==> src/rtl/div_pkg.sv <==
// -----------------------------------------------------------------------------
// div_pkg
// Shared definitions for the iterative MIPS DIV/DIVU unit.
//   div_state_e : control FSM states (IDLE, BUSY, DONE)
//   DIV_CYCLES  : number of restoring iterations for a 32-bit divide
//   DIVZ_LO     : quotient returned for a zero divisor
// -----------------------------------------------------------------------------
package div_pkg;

    typedef enum logic [1:0] {
        IDLE = 2'd0,
        BUSY = 2'd1,
        DONE = 2'd2
    } div_state_e;

    localparam int          DIV_CYCLES = 32;
    localparam logic [31:0] DIVZ_LO    = 32'hFFFF_FFFF;

endpackage

==> src/rtl/div_step.sv <==
// -----------------------------------------------------------------------------
// div_step
// One combinational radix-2 restoring division iteration.
//   rem_i / quo_i : current partial remainder and dividend/quotient register
//   dvs_i         : divisor magnitude
//   rem_o / quo_o : partial remainder and quotient after this iteration
// The pair {rem, quo} is shifted left by one; the bit shifted out of quo
// enters rem, and the freshly produced quotient bit enters quo at bit 0.
// -----------------------------------------------------------------------------
module div_step import div_pkg::*; #(
    parameter int WIDTH = 32
) (
    input  logic [WIDTH-1:0] rem_i,
    input  logic [WIDTH-1:0] quo_i,
    input  logic [WIDTH-1:0] dvs_i,
    output logic [WIDTH-1:0] rem_o,
    output logic [WIDTH-1:0] quo_o
);

    logic [WIDTH:0] shifted;
    logic [WIDTH:0] trial;
    logic           neg;

    // rem < dvs always holds, so shifted < 2*dvs: a WIDTH+1 bit difference
    // has its top bit set exactly when the trial subtraction went negative.
    assign shifted = {rem_i, quo_i[WIDTH-1]};
    assign trial   = shifted - {1'b0, dvs_i};
    assign neg     = trial[WIDTH];

    assign rem_o = neg ? shifted[WIDTH-1:0] : trial[WIDTH-1:0];
    assign quo_o = {quo_i[WIDTH-2:0], ~neg};

endmodule

==> src/rtl/div_iter_unit.sv <==
// -----------------------------------------------------------------------------
// div_iter_unit
// Iterative 32-bit MIPS DIV/DIVU unit for the execute stage. It stalls the
// pipeline from E backwards while a radix-2 restoring division runs, then
// presents HI/LO with valid for one cycle so the instruction can leave E.
// An exception flush abandons any operation in progress.
// Ports:
//   clk        : clock, rising edge
//   resetn     : synchronous reset, active-low
//   start      : DIV/DIVU valid in E (held high while E is stalled)
//   signed_div : 1 = DIV (two's complement), 0 = DIVU
//   a, b       : dividend / divisor (forwarded rs / rt)
//   flush      : exception flush, aborts the operation
//   stall      : multiply/divide stall to the hazard unit (combinational)
//   valid      : HI/LO valid this cycle
//   lo, hi     : quotient / remainder
// -----------------------------------------------------------------------------
module div_iter_unit import div_pkg::*; #(
    parameter int WIDTH = 32,
    parameter int CNT_W = 6
) (
    input  logic             clk,
    input  logic             resetn,
    input  logic             start,
    input  logic             signed_div,
    input  logic [WIDTH-1:0] a,
    input  logic [WIDTH-1:0] b,
    input  logic             flush,
    output logic             stall,
    output logic             valid,
    output logic [WIDTH-1:0] lo,
    output logic [WIDTH-1:0] hi
);

    div_state_e       state_q, state_d;
    logic [CNT_W-1:0] cnt_q, cnt_d;
    logic [WIDTH-1:0] rem_q, rem_d;
    logic [WIDTH-1:0] quo_q, quo_d;
    logic [WIDTH-1:0] dvs_q, dvs_d;
    logic             qsign_q, qsign_d;
    logic             rsign_q, rsign_d;
    logic [WIDTH-1:0] lo_q, lo_d;
    logic [WIDTH-1:0] hi_q, hi_d;
    logic             valid_q, valid_d;

    logic [WIDTH-1:0] step_rem;
    logic [WIDTH-1:0] step_quo;

    function automatic logic [WIDTH-1:0] magnitude(input logic [WIDTH-1:0] v,
                                                   input logic             is_signed);
        // 0x8000_0000 maps onto itself, which is the correct unsigned magnitude.
        return (is_signed && v[WIDTH-1]) ? -v : v;
    endfunction

    function automatic logic [WIDTH-1:0] apply_sign(input logic [WIDTH-1:0] v,
                                                    input logic             neg);
        return neg ? -v : v;
    endfunction

    div_step #(
        .WIDTH (WIDTH)
    ) u_step (
        .rem_i (rem_q),
        .quo_i (quo_q),
        .dvs_i (dvs_q),
        .rem_o (step_rem),
        .quo_o (step_quo)
    );

    always_comb begin
        state_d = state_q;
        cnt_d   = cnt_q;
        rem_d   = rem_q;
        quo_d   = quo_q;
        dvs_d   = dvs_q;
        qsign_d = qsign_q;
        rsign_d = rsign_q;
        lo_d    = lo_q;
        hi_d    = hi_q;
        valid_d = 1'b0;

        unique case (state_q)
            IDLE: begin
                if (start) begin
                    if (b == '0) begin
                        // Defined divide-by-zero result, no iterations needed.
                        state_d = DONE;
                        lo_d    = WIDTH'(DIVZ_LO);
                        hi_d    = a;
                        valid_d = 1'b1;
                    end else begin
                        state_d = BUSY;
                        cnt_d   = CNT_W'(WIDTH);
                        rem_d   = '0;
                        quo_d   = magnitude(a, signed_div);
                        dvs_d   = magnitude(b, signed_div);
                        qsign_d = signed_div & (a[WIDTH-1] ^ b[WIDTH-1]);
                        rsign_d = signed_div & a[WIDTH-1];
                    end
                end
            end
            BUSY: begin
                rem_d = step_rem;
                quo_d = step_quo;
                cnt_d = cnt_q - CNT_W'(1);
                if (cnt_q == CNT_W'(1)) begin
                    // Last iteration: sign-correct straight from the step output.
                    state_d = DONE;
                    lo_d    = apply_sign(step_quo, qsign_q);
                    hi_d    = apply_sign(step_rem, rsign_q);
                    valid_d = 1'b1;
                end
            end
            DONE: begin
                state_d = IDLE;
            end
            default: begin
                state_d = IDLE;
            end
        endcase

        // Flush wins over everything: abandon, and leave HI/LO untouched.
        if (flush) begin
            state_d = IDLE;
            valid_d = 1'b0;
            lo_d    = lo_q;
            hi_d    = hi_q;
        end
    end

    always_ff @(posedge clk) begin
        if (!resetn) begin
            state_q <= IDLE;
            cnt_q   <= '0;
            lo_q    <= '0;
            hi_q    <= '0;
            valid_q <= 1'b0;
        end else begin
            state_q <= state_d;
            cnt_q   <= cnt_d;
            lo_q    <= lo_d;
            hi_q    <= hi_d;
            valid_q <= valid_d;
        end
    end

    // Datapath working registers: only meaningful while BUSY, no reset needed.
    always_ff @(posedge clk) begin
        rem_q   <= rem_d;
        quo_q   <= quo_d;
        dvs_q   <= dvs_d;
        qsign_q <= qsign_d;
        rsign_q <= rsign_d;
    end

    // Divide-by-zero also stalls for its IDLE cycle, so b does not appear here.
    assign stall = ~flush & (((state_q == IDLE) & start) | (state_q == BUSY));
    // A flush arriving in the DONE cycle kills the result presentation.
    assign valid = valid_q & ~flush;
    assign lo    = lo_q;
    assign hi    = hi_q;

endmodule

==> config.mk <==
export PLATFORM = sky130hd
export DESIGN_NAME = div_iter_unit
export DESIGN_NICKNAME = d
export VERILOG_FILES = /design/src/rtl/div_pkg.sv /design/src/rtl/div_step.sv /design/src/rtl/div_iter_unit.sv
export SDC_FILE = /design/constraint.sdc
export NUM_CORES = 1
export LEC_CHECK = 0
export CORE_MARGIN = 2
export CORE_UTILIZATION = 35
export DETAILED_ROUTE_END_ITERATION = 10
export GPL_TIMING_DRIVEN = 0
export MAX_ROUTING_LAYER = met4
export SLEW_MARGIN = 20
export SYNTH_ARGS = -nofsm -noshare
export SYNTH_HDL_FRONTEND = slang
export SYNTH_SLANG_ARGS = --single-unit
==> constraint.sdc <==
create_clock -name clk -period 8.9 [get_ports clk]
set_input_delay 1.78 -clock clk [delete_from_list [all_inputs] [get_ports clk]]
set_output_delay 1.78 -clock clk [all_outputs]
set_load 0.005 [all_outputs]
Yosys cells after proc, flatten, opt, wreduce, memory -nomap -nowiden
Index checks and enable logic that the tools add are counted.
{"block": "op_classes", "div_mod_pow": 0, "shift": 0, "addsub": 6, "mul": 0, "eq_ne": 6, "reduce_logical": 10, "n_bitwise": 11, "muxes": 30, "order_cmp": 0}
{"op": "32-bit two-way mux", "count": 15}
{"op": "32-bit one-hot mux with 2 select lines", "count": 4}
{"op": "32-bit negation", "count": 4}
{"op": "33-bit by 32-bit subtractor with 33-bit output", "count": 1}
{"op": "32-bit logical NOT", "count": 1}
{"op": "6-bit two-way mux", "count": 2}
{"op": "6-bit one-hot mux with 2 select lines", "count": 1}
{"op": "2-bit != test, second input constant", "count": 4}
{"op": "6-bit by 1-bit equality test with 1-bit output, second input constant", "count": 1}
{"op": "2-bit two-way mux", "count": 3}
{"op": "3-bit AND reduction", "count": 2}
{"op": "6-bit by 1-bit subtractor with 6-bit output, second input constant", "count": 1}
{"op": "1-bit bitwise AND", "count": 5}
{"op": "5-bit AND reduction", "count": 1}
{"op": "1-bit NOT", "count": 4}
{"op": "2-bit one-hot mux with 2 select lines", "count": 1}
{"op": "1-bit two-way mux", "count": 3}
{"op": "2-bit by 1-bit equality test with 1-bit output, second input constant", "count": 1}
{"op": "1-bit logical AND", "count": 2}
{"op": "2-bit logical NOT", "count": 1}
{"op": "1-bit one-hot mux with 2 select lines", "count": 1}
{"op": "2-bit AND reduction", "count": 1}
{"op": "2-bit nonzero test", "count": 1}
{"op": "2-bit OR reduction", "count": 1}
{"op": "2 further kinds", "count": 2}
{"block": "word_totals", "latch_bits": 0, "register_bits": 171, "elab_cells": 73, "output_inout_bits": 66, "mem_bits_rw": 0, "inputBits": 69, "rom_bits": 0, "memories": 0}

Logic depth before layout (Yosys ltp)
Gate-level depths: netlist of run 1.
{"block": "depth", "ltp_word": 6, "ltp_mapped": 23, "mapped_depth_nobuf": 20}

Hierarchy
From an unflattened synthesis of run 1, not the netlist that was laid out.
{"block": "unflattened", "hier_cells": 1277, "area_unflattened_um2": 11766.3}
{"mod": "div_iter_unit", "seq_area_each_um2": 4404.2, "n_inst": 1, "cells_each": 941, "area_per_inst_um2": 9175.0}
{"mod": "div_step", "seq_area_each_um2": 0.0, "n_inst": 1, "cells_each": 336, "area_per_inst_um2": 2591.2}

Worst setup path before layout of run 1
OpenSTA, ideal clock, no wires.
{"block": "synth_path", "path_kind": "input -> register", "start": "input b[0]", "end": "register cnt_q[5]", "path_stages": 12, "setup_slack_ns": 1.668, "t_arrival_ns": 7.112, "t_required_ns": 8.779, "setup_time_ns": 0.121, "path_buffers": 0, "cell_sequence": "inv_1 ha_1 and3b_1 nor3b_2 nand4b_1 nor2_1 nand2_1 nand2_1 a21oi_1 nand2_1 o31a_1 o31a_1"}
{"block": "synth_via", "elab_chain_len": 3}
{"element": "start: declaration", "line_no": "div_iter_unit.sv:27", "rtl": "input logic [WIDTH-1:0] b,"}
{"element": "32-bit logical NOT", "line_no": "div_iter_unit.sv:85", "rtl": "if (b == '0) begin"}
{"element": "2-bit != test (no source line)"}
{"element": "3-bit AND reduction (no source line)"}
{"element": "end signal: assignment", "line_no": "div_iter_unit.sv:140", "rtl": "cnt_q <= cnt_d;"}
{"element": "end: declaration", "line_no": "div_iter_unit.sv:36", "rtl": "logic [CNT_W-1:0] cnt_q, cnt_d;"}
Every way passes these cells.
A chain may end at the register's enable or synchronous reset.

Worst setup path in the final report of run 1
{"block": "layout_path", "start": "register quo_q[31]", "end": "register hi_q[30], in the netlist hi[30]"}
{"block": "layout_via", "elab_chain_len": 6}
{"element": "start: declaration", "line_no": "div_iter_unit.sv:38", "rtl": "logic [WIDTH-1:0] quo_q, quo_d;"}
{"element": "start signal: assignment", "line_no": "div_iter_unit.sv:150", "rtl": "quo_q <= quo_d;"}
{"element": "33-bit by 32-bit subtractor with 33-bit output", "line_no": "div_step.sv:27", "rtl": "assign trial = shifted - {1'b0, dvs_i};"}
{"element": "32-bit two-way mux (*)", "line_no": "div_step.sv:30", "rtl": "assign rem_o = neg ? shifted[WIDTH-1:0] : trial[WIDTH-1:0];"}
{"element": "32-bit negation", "line_no": "div_iter_unit.sv:57", "rtl": "return neg ? -v : v;"}
{"element": "32-bit two-way mux (*)", "line_no": "div_iter_unit.sv:57"}
{"element": "32-bit two-way mux (*)", "line_no": "div_iter_unit.sv:106", "rtl": "if (cnt_q == CNT_W'(1)) begin"}
{"element": "32-bit one-hot mux with 2 select lines (*)", "line_no": "div_iter_unit.sv:82", "rtl": "unique case (state_q)"}
{"element": "end signal: assignment", "line_no": "div_iter_unit.sv:142", "rtl": "hi_q <= hi_d;"}
{"element": "end: declaration", "line_no": "div_iter_unit.sv:43", "rtl": "logic [WIDTH-1:0] hi_q, hi_d;"}
Every way passes the cells marked *; elsewhere a longest branch is shown, timed or not. The select of a mux whose other input is x is not followed.

==> summary by stage, run 1 <==
Logic synthesis
Summing every instance area after synthesis gives 0.0116 mm². The commonest register cell after synthesis is sky130_fd_sc_hd__edfxtp_1. The count of different cell masters after synthesis is 81. The net count of the mapped netlist is 1448. After synthesis, the share of flip-flops with an asynchronous set or reset is 0%. In this run the mean area of a mapped cell was 8.69 µm². The post-synthesis cell count is 1340.

The share of the Yosys chip area taken by registers is 37.8%. The number of warnings reported in the yosys synthesis log is 0. After synthesis the netlist holds a flip-flop and latch count of 171. The number of enable flip-flop cells after synthesis is 98.

STA
The hold violation count in the final report came to 0. At the pin with the least slew margin, the transition time is 0.856 ns. The minimum period implied by the final worst setup slack is 6.28 ns. The maximum clock frequency is 0.159 GHz. The final number of max-transition violations is 0. The worst slew margin relative to its limit is 42.8%.

The setup violation total in the final timing report is 0. After layout, the worst path uses 70.6% of the clock period. Final hold analysis gives a worst-case slack of 0.468 ns. On the final layout, the worst clock skew is 0.0126 ns. Setup repair after global routing left no endpoint under its margin.

Critical path
The worst reg2reg path depth is 23. STA classifies the critical path startpoint as a flop. STA classifies the critical path endpoint as a flop.

At the worst endpoint, the arrival time is 6.66 ns. Of all nets on the critical path, the largest fanout is 10. STA puts the critical path data required time at 9.28 ns. The worst setup path category is reg -> reg.

Die
The die covers 0.0347 mm². The starting utilization of the core area is 35.7%. The top-level I/O count is 135. Measured along the y axis, the die boundary spans 186 µm. The core footprint is 0.0326 mm². After floorplanning, the core was divided into 66 placement rows. Measured along the x axis, the die boundary spans 186 µm.

Final layout
The post-layout instance count excluding filler cells is 1955. Of the cells placed in the final design, the portion with a size suffix greater than 1 is 6.81%. Registers take 0.00440 mm².

From synthesis to final layout, the design area changed by 22.3%. The layout has 3270 filler cells. The finished cells cover 0.0142 mm².

Summing all multi-input logic gate instances after layout gives 0.00672 mm². The final layout contains 1607 nets.

GRT
The first global-routing pass estimated 56.5 mm of wire. The initial antenna violation count was 1. The pin count of the biggest net entering global routing is 25.

The global router's overall resource usage is 21.4%. The number of global-route vias before repair is 10.1k. For this run the aggregate overflow at the end of global routing stands at 0.

Drt
For this run, design rule violations remaining after detail routing come to 0. The vias after detailed routing is 10.5k. The via-per-instance ratio is 5.37. For this run, the detailed router's first-pass iteration total came to 5. Summed over all layers, the routed wires come to 36.9 mm. After detailed routing, the average wire length per cell comes to 18.9 µm.

In this run, the number of DRC markers left after iteration 0 of detailed routing was 809. The remaining antenna violation count is 0.

Hold path
The number of cells on the worst hold path is 2. The path class of the tightest hold or removal check is reg -> reg.

Place
In this run the tool buffered the top-level ports with 133 buffer cells. The post-placement cell count is 1922. At the end of routability-driven placement, the weighted congestion stood at 0.880. The HPWL after detailed placement is 29.3 mm.

Once placement finished, the instance area stood at 0.0137 mm².

CTS
The total of hold buffers inserted after clock tree synthesis is 0. The clock-pin slew reported for the worst setup and hold paths after clock tree synthesis is 0.08 ns. The number of instances resized during post-cts repair is 0. The CTS tree is yes. The root buffer cell chosen for the clock tree is sky130_fd_sc_hd__clkbuf_16. Counting along the longest clock path gives a buffer depth of 2. The H-tree was split into 4 levels. At the later pin of the worst-skew pair, clock insertion delay measures 0.45 ns. The total setup buffers inserted after CTS is 0. The number of clock sinks is 171. Buffers inserted during clock tree synthesis total 17.

Pwr
The clock share of power is 31.0%. The cell-internal power is 1570 µW. VDD sags by at most 0.000142 V. In this run the static leakage power is 0.00533 µW. The part of the power in registers is 39.3%. The fraction of power spent switching nets is 35.3%. In this run the power spent charging and discharging nets is 854 µW. Combinational logic burns 29.6% of the power. Dividing total power by cell area gives a power density of 170 mW/mm².

Power comes to 2420 µW.

Outcome
The run finished with clean final reports.

Job
Max-cap violations in this run came to 0.
## sequential cells by signal, indices dropped and copies added (netlist names)
signal / flops
lo: 32
dvs_q: 32
valid_q: 1
rsign_q: 1
hi: 32
quo_q: 32
cnt_q: 6
qsign_q: 1
rem_q: 32
state_q: 2
## path summary, 6_finish.rpt
path                  start  slack, ns      to
setup / recovery  quo_q[31]       2.62  hi[30]
hold / removal        hi[4]       0.47   hi[4]
setup reg to reg  quo_q[31]       2.62  hi[30]
hold reg to reg       hi[4]       0.47   hi[4]
## synth_stat cells (5+ instances only)
cell type                  instances  share of area (%)
sky130_fd_sc_hd__ha_1             38                4.1
sky130_fd_sc_hd__nor2_1          109                3.5
sky130_fd_sc_hd__o31ai_1          23                1.5
sky130_fd_sc_hd__a31oi_1          20                1.1
sky130_fd_sc_hd__nand3_1          24                1.0
sky130_fd_sc_hd__nand4_1          13               0.70
sky130_fd_sc_hd__o21ai_1           7               0.30
sky130_fd_sc_hd__o22ai_1           6               0.32
sky130_fd_sc_hd__xor2_1           67                5.0
sky130_fd_sc_hd__edfxtp_1         98                 25
sky130_fd_sc_hd__inv_1            63                2.0
sky130_fd_sc_hd__buf_2            11               0.47
sky130_fd_sc_hd__nor3_1           34                1.5
sky130_fd_sc_hd__a21oi_1         102                4.4
sky130_fd_sc_hd__a21o_1           12               0.77
sky130_fd_sc_hd__o211ai_1         26                1.7
sky130_fd_sc_hd__o41ai_1          10               0.75
sky130_fd_sc_hd__nor2b_1           5               0.27
sky130_fd_sc_hd__dfxtp_1          73                 13
sky130_fd_sc_hd__nand2b_1         12               0.64
sky130_fd_sc_hd__mux2_2            6               0.58
sky130_fd_sc_hd__o221a_2          15                1.5
sky130_fd_sc_hd__and3_1            9               0.48
sky130_fd_sc_hd__or3_1            15               0.81
sky130_fd_sc_hd__a311oi_1          5               0.38
sky130_fd_sc_hd__or4_1             8               0.52
sky130_fd_sc_hd__a21boi_0          5               0.32
sky130_fd_sc_hd__xnor2_1          76                5.7
sky130_fd_sc_hd__o21ai_0         109                4.7
sky130_fd_sc_hd__o211a_1           9               0.77
sky130_fd_sc_hd__nand2_1         140                4.5
sky130_fd_sc_hd__mux2i_1          23                2.0
sky130_fd_sc_hd__a211oi_1          8               0.52
sky130_fd_sc_hd__and2_1           16               0.86
sky130_fd_sc_hd__nor4_1           16               0.86
sky130_fd_sc_hd__clkbuf_1         52                1.7
## per-layer routing
metal	GRT usage, %	vias to the layer above	part of all wire [%]
li1	-	5204	-
met1	26.6	4893	44
met3	3.55	39	5.7
met5	-	-	0
met4	6.43	0	2.3
met2	35.8	367	48
## per-stage QoR
stage	setup WS [ns]	TNS (ns)	util, %
after floorplan	1.67	0	-
after CTS	2.70	0	43.7
after global routing	2.36	0	43.7
final	2.62	0	43.7
after detailed placement	2.79	0	41.9
after global placement	-1.12	-14.51	41.5
## critical path, stage by stage (launching register included)
cell and delay, ns:
sky130_fd_sc_hd__edfxtp_1 0.46, sky130_fd_sc_hd__inv_1 0.08, sky130_fd_sc_hd__ha_1 0.23, sky130_fd_sc_hd__fa_1 0.40
sky130_fd_sc_hd__nand2b_1 0.24, sky130_fd_sc_hd__a2111oi_4 0.46, sky130_fd_sc_hd__o21ai_0 0.35, sky130_fd_sc_hd__a21oi_2 0.30
sky130_fd_sc_hd__o21a_2 0.18, sky130_fd_sc_hd__nor2_4 0.06, sky130_fd_sc_hd__inv_2 0.21, sky130_fd_sc_hd__buf_6 0.19
sky130_fd_sc_hd__buf_2 0.26, sky130_fd_sc_hd__buf_2 0.38, sky130_fd_sc_hd__nor2_1 0.10, sky130_fd_sc_hd__a21oi_1 0.29
sky130_fd_sc_hd__ha_1 0.28, sky130_fd_sc_hd__and3_1 0.22, sky130_fd_sc_hd__nand3_1 0.09, sky130_fd_sc_hd__mux2i_2 0.41
sky130_fd_sc_hd__nand4_1 0.21, sky130_fd_sc_hd__nor4_1 0.27, sky130_fd_sc_hd__mux2_2 0.39, sky130_fd_sc_hd__a21oi_1 0.14
## logic make-up after synthesis
| family | count (synthesis) | synth area share, % |
|---|---|---|
| AO/OA/AOI/OAI | 396 | 22.2 |
| XOR/XNOR | 143 | 10.8 |
| adder cells (fa/ha/maj) | 39 | 4.26 |
| buffers and inverters | 134 | 4.60 |
| flip-flops | 171 | 37.8 |
| multiplexers | 32 | 2.91 |
| AND/OR/NAND/NOR | 425 | 17.4 |
## cell type report
class                           instances  share of cell area (%)
Clock inverter                         14                    1.00
Inverter                               64                    1.69
Multi-Input combinational cell       1035                    47.2
Sequential cell                       171                    30.9
Buffer                                 70                    2.07
Clock buffer                           18                    3.08
Tap cell                              442                    3.88
Timing Repair Buffer                  140                    10.2
Antenna cell                            1                  0.0176
## power by group through the flow
stage	Combinational (µW)	Sequential, µW	Clock [µW]
5_1_grt	794	958	783
2_1_floorplan	492	953	0
3_5_place_dp	707	968	0
3_3_place_gp	692	971	0
4_1_cts	712	950	757
6_report	718	952	751
## cell usage in the layout, fill, tap and decap left out, types with 63 or more instances in the layout
cell                              count
sky130_fd_sc_hd__nand2_1            140
sky130_fd_sc_hd__clkdlybuf4s50_1    133
sky130_fd_sc_hd__a21oi_1            101
sky130_fd_sc_hd__dfxtp_1             73
sky130_fd_sc_hd__xor2_1              67
sky130_fd_sc_hd__nor2_1             109
sky130_fd_sc_hd__xnor2_1             76
sky130_fd_sc_hd__edfxtp_1            98
sky130_fd_sc_hd__inv_1               63
sky130_fd_sc_hd__o21ai_0            109
Note: power is estimated with default switching activity, not from simulation.
==> run 2, diff against run 1 <==
- clock period: 8.9 -> 6.46 ns (I/O delays scaled with it)
==> summary by stage, run 2 (synthesis gave the netlist of run 1 again) <==
Critical path
The worst path arrival time is 6.32 ns. The startpoint of the worst-slack reg-to-reg timing path is quo_q[31]. STA puts the critical path data required time at 6.83 ns. The worst setup path is launched from a flop. The maximum net fanout on the critical path is 10.

The most critical setup path has its startpoint at quo_q[31]. The endpoint of the worst-slack reg-to-reg timing path is hi[30]. The worst setup path is of the reg -> reg kind. The register-to-register setup slack is 0.51 ns. The worst register-to-register path has a depth of 23. The worst setup path is captured at a flop.

The worst setup path endpoint is hi[30].

Pwr
The analysis attributes to cell leakage a power of 0.00535 µW. The worst vdd rail ir drop is 0.000188 V. The power density over the cells is 236 mW/mm². The total design power is 3370 µW.

STA
The slew of the pin with the lowest slew margin is 0.903 ns. The hold violation count in the final report was 0. The worst path needs 5.95 ns of the cycle, external delays included. The clock skew after layout is 0.0133 ns. The worst slew margin relative to its limit is 39.6%. The final period utilization is 92.1%. The maximum clock frequency is 0.168 GHz. The final number of max-transition violations was 0.

The setup violation total in the final timing report is 0. Setup repair after global routing left no endpoint under its margin.

Drt
The starting DRC count in detailed routing is 891. In the final routed layout, each cell accounts on average for 18.9 µm. The routed design has 37.0 mm of wire. The remaining antenna violation count is 0. For this run, design rule violations remaining after detail routing come to 0. The iteration count of the initial detailed-routing pass is 5. The via-per-instance ratio is 5.45. The vias after detailed routing is 10.7k.

CTS
Hold repair after CTS inserted 0 buffers. The number of buffers on the longest clock path is 2. The clock reaches the later pin of the worst-skew pair after 0.44 ns. The CTS tree is yes.

Clock tree synthesis selected as its root buffer the cell sky130_fd_sc_hd__clkbuf_16. The TritonCTS buffer count is 17. The clock net in this run drives a total of 171 sinks. The clock-pin slew reported for the worst setup and hold paths after clock tree synthesis is 0.08 ns. The total setup buffers inserted after CTS is 0. The H-tree generated during clock tree synthesis spans 4 levels.

GRT
Entering global routing, the biggest net connects 21 pins. The number of global-route vias before repair was 10.1k. The global router's overall resource usage is 21.5%. The wire length of the first global-routing pass is 56.7 mm. The global route total overflow is 0.

The initial antenna violation count is 1.

Die
The initialized floorplan defines 66 standard-cell rows. The area enclosed by the die boundary is 0.0347 mm². The core footprint is 0.0326 mm². The top-level I/O count is 135. The starting utilization of the core area is 35.7%. The die extent in y is 186 µm. The die span in x is 186 µm.

Final layout
The share of cells above drive strength 1 is 6.81%. Leaving out fill and tap cells, the most frequent cells in the layout are 140 x sky130_fd_sc_hd__nand2_1, 133 x sky130_fd_sc_hd__clkdlybuf4s50_1, 109 x sky130_fd_sc_hd__nor2_1, 108 x sky130_fd_sc_hd__o21ai_0, 101 x sky130_fd_sc_hd__a21oi_1. The number of nets in the layout is 1608. The post-route cell area is 0.0143 mm².

From synthesis to final layout, the design area changed by 22.6%. After filler insertion, the fill cell instance count of the layout stands at 3236. The library cell used most frequently in the layout, excluding fill and tap cells, is sky130_fd_sc_hd__nand2_1.

Job
The tool flagged a number of max-cap violations equal to 0.

Outcome
The run finished with clean final reports.

Place
Buffers placed on the I/O ports in this run total 133. The final weighted congestion in routability-driven placement is 0.894. The HPWL after detailed placement is 29.4 mm. The placed instances occupy a cell area of 0.0137 mm².

Hold path
The tightest min-delay check is of the reg -> reg type.
run 2: worst min-delay path by stage:
stage                      from  cells past startpoint    end
after floorplan           hi[0]                      2  hi[0]
after global placement    hi[4]                      2  hi[4]
after detailed placement  hi[4]                      2  hi[4]
after CTS                 hi[4]                      2  hi[4]
after global routing      hi[4]                      2  hi[4]
final                     hi[4]                      2  hi[4]
run 2: cell type report:
class	count	area (µm²)	area share, %
well taps	442	553	3.87
clock inverters	14	174	1.22
clock buffers	18	429	3.01
repair buffers	141	1450	10.2
inverters	64	240	1.68
multi-input cells	1035	6730	47.1
flip-flops and latches	171	4400	30.8
diodes	1	2.50	0.0175
plain buffers	70	298	2.09
run 2: stage by stage:
| step | hold slack, ns | instances | setup WS (ns) | util, % | setup TNS (ns) |
|---|---|---|---|---|---|
| finish | 0.466 | 1956 | 0.512 | 43.8 | 0 |
| global placement | 0.457 | 1915 | -0.925 | 41.5 | -33.86 |
| detailed placement | 0.459 | 1923 | 0.363 | 41.9 | 0 |
| CTS | 0.469 | 1955 | 0.322 | 43.7 | 0 |
| global route | 0.499 | 1956 | 0.0668 | 43.8 | 0 |
| floorplan | 0.457 | 1340 | 1.24 | - | 0 |
run 2: what timing repair did:
| action | CTS | global route |
|---|---|---|
| resized for setup | 0 | 3 |
| endpoints found under the setup margin | 0 | 4 |
| hold endpoints to repair | 0 | 0 |
run 2: report_power, final:
part | internal (µW) | total, µW | switching, µW
combinational | 394 | 996 | 602
clock | 555 | 1060 | 505
sequential | 1240 | 1310 | 71.0
total | 2190 | 3370 | 1180
run 2: metal layers:
metal	wire, µm	vias up	part of all wire [%]	global-route usage [%]
li1	-	5221	-	-
met1	16000	4982	43	26.5
met2	17500	409	47	35.7
met3	2340	57	6.3	3.46
met4	1100	0	3.0	7.42
met5	0	-	0	-
run 2: worst max-delay path, cell delays in order (launching register included):
cell	delay, ns
sky130_fd_sc_hd__edfxtp_1	0.48
sky130_fd_sc_hd__inv_1	0.07
sky130_fd_sc_hd__ha_1	0.22
sky130_fd_sc_hd__fa_1	0.39
sky130_fd_sc_hd__nand2b_1	0.24
sky130_fd_sc_hd__a2111oi_4	0.46
sky130_fd_sc_hd__o21ai_1	0.24
sky130_fd_sc_hd__a21oi_2	0.25
sky130_fd_sc_hd__o21a_2	0.18
sky130_fd_sc_hd__nor2_4	0.06
sky130_fd_sc_hd__inv_2	0.22
sky130_fd_sc_hd__buf_6	0.20
sky130_fd_sc_hd__buf_2	0.27
sky130_fd_sc_hd__clkbuf_4	0.33
sky130_fd_sc_hd__nor2_1	0.08
sky130_fd_sc_hd__a21oi_1	0.27
sky130_fd_sc_hd__ha_1	0.27
sky130_fd_sc_hd__and3_1	0.21
sky130_fd_sc_hd__nand3_1	0.13
sky130_fd_sc_hd__mux2i_4	0.32
sky130_fd_sc_hd__nand4_1	0.20
sky130_fd_sc_hd__nor4_1	0.25
sky130_fd_sc_hd__mux2_2	0.39
sky130_fd_sc_hd__a21oi_1	0.14
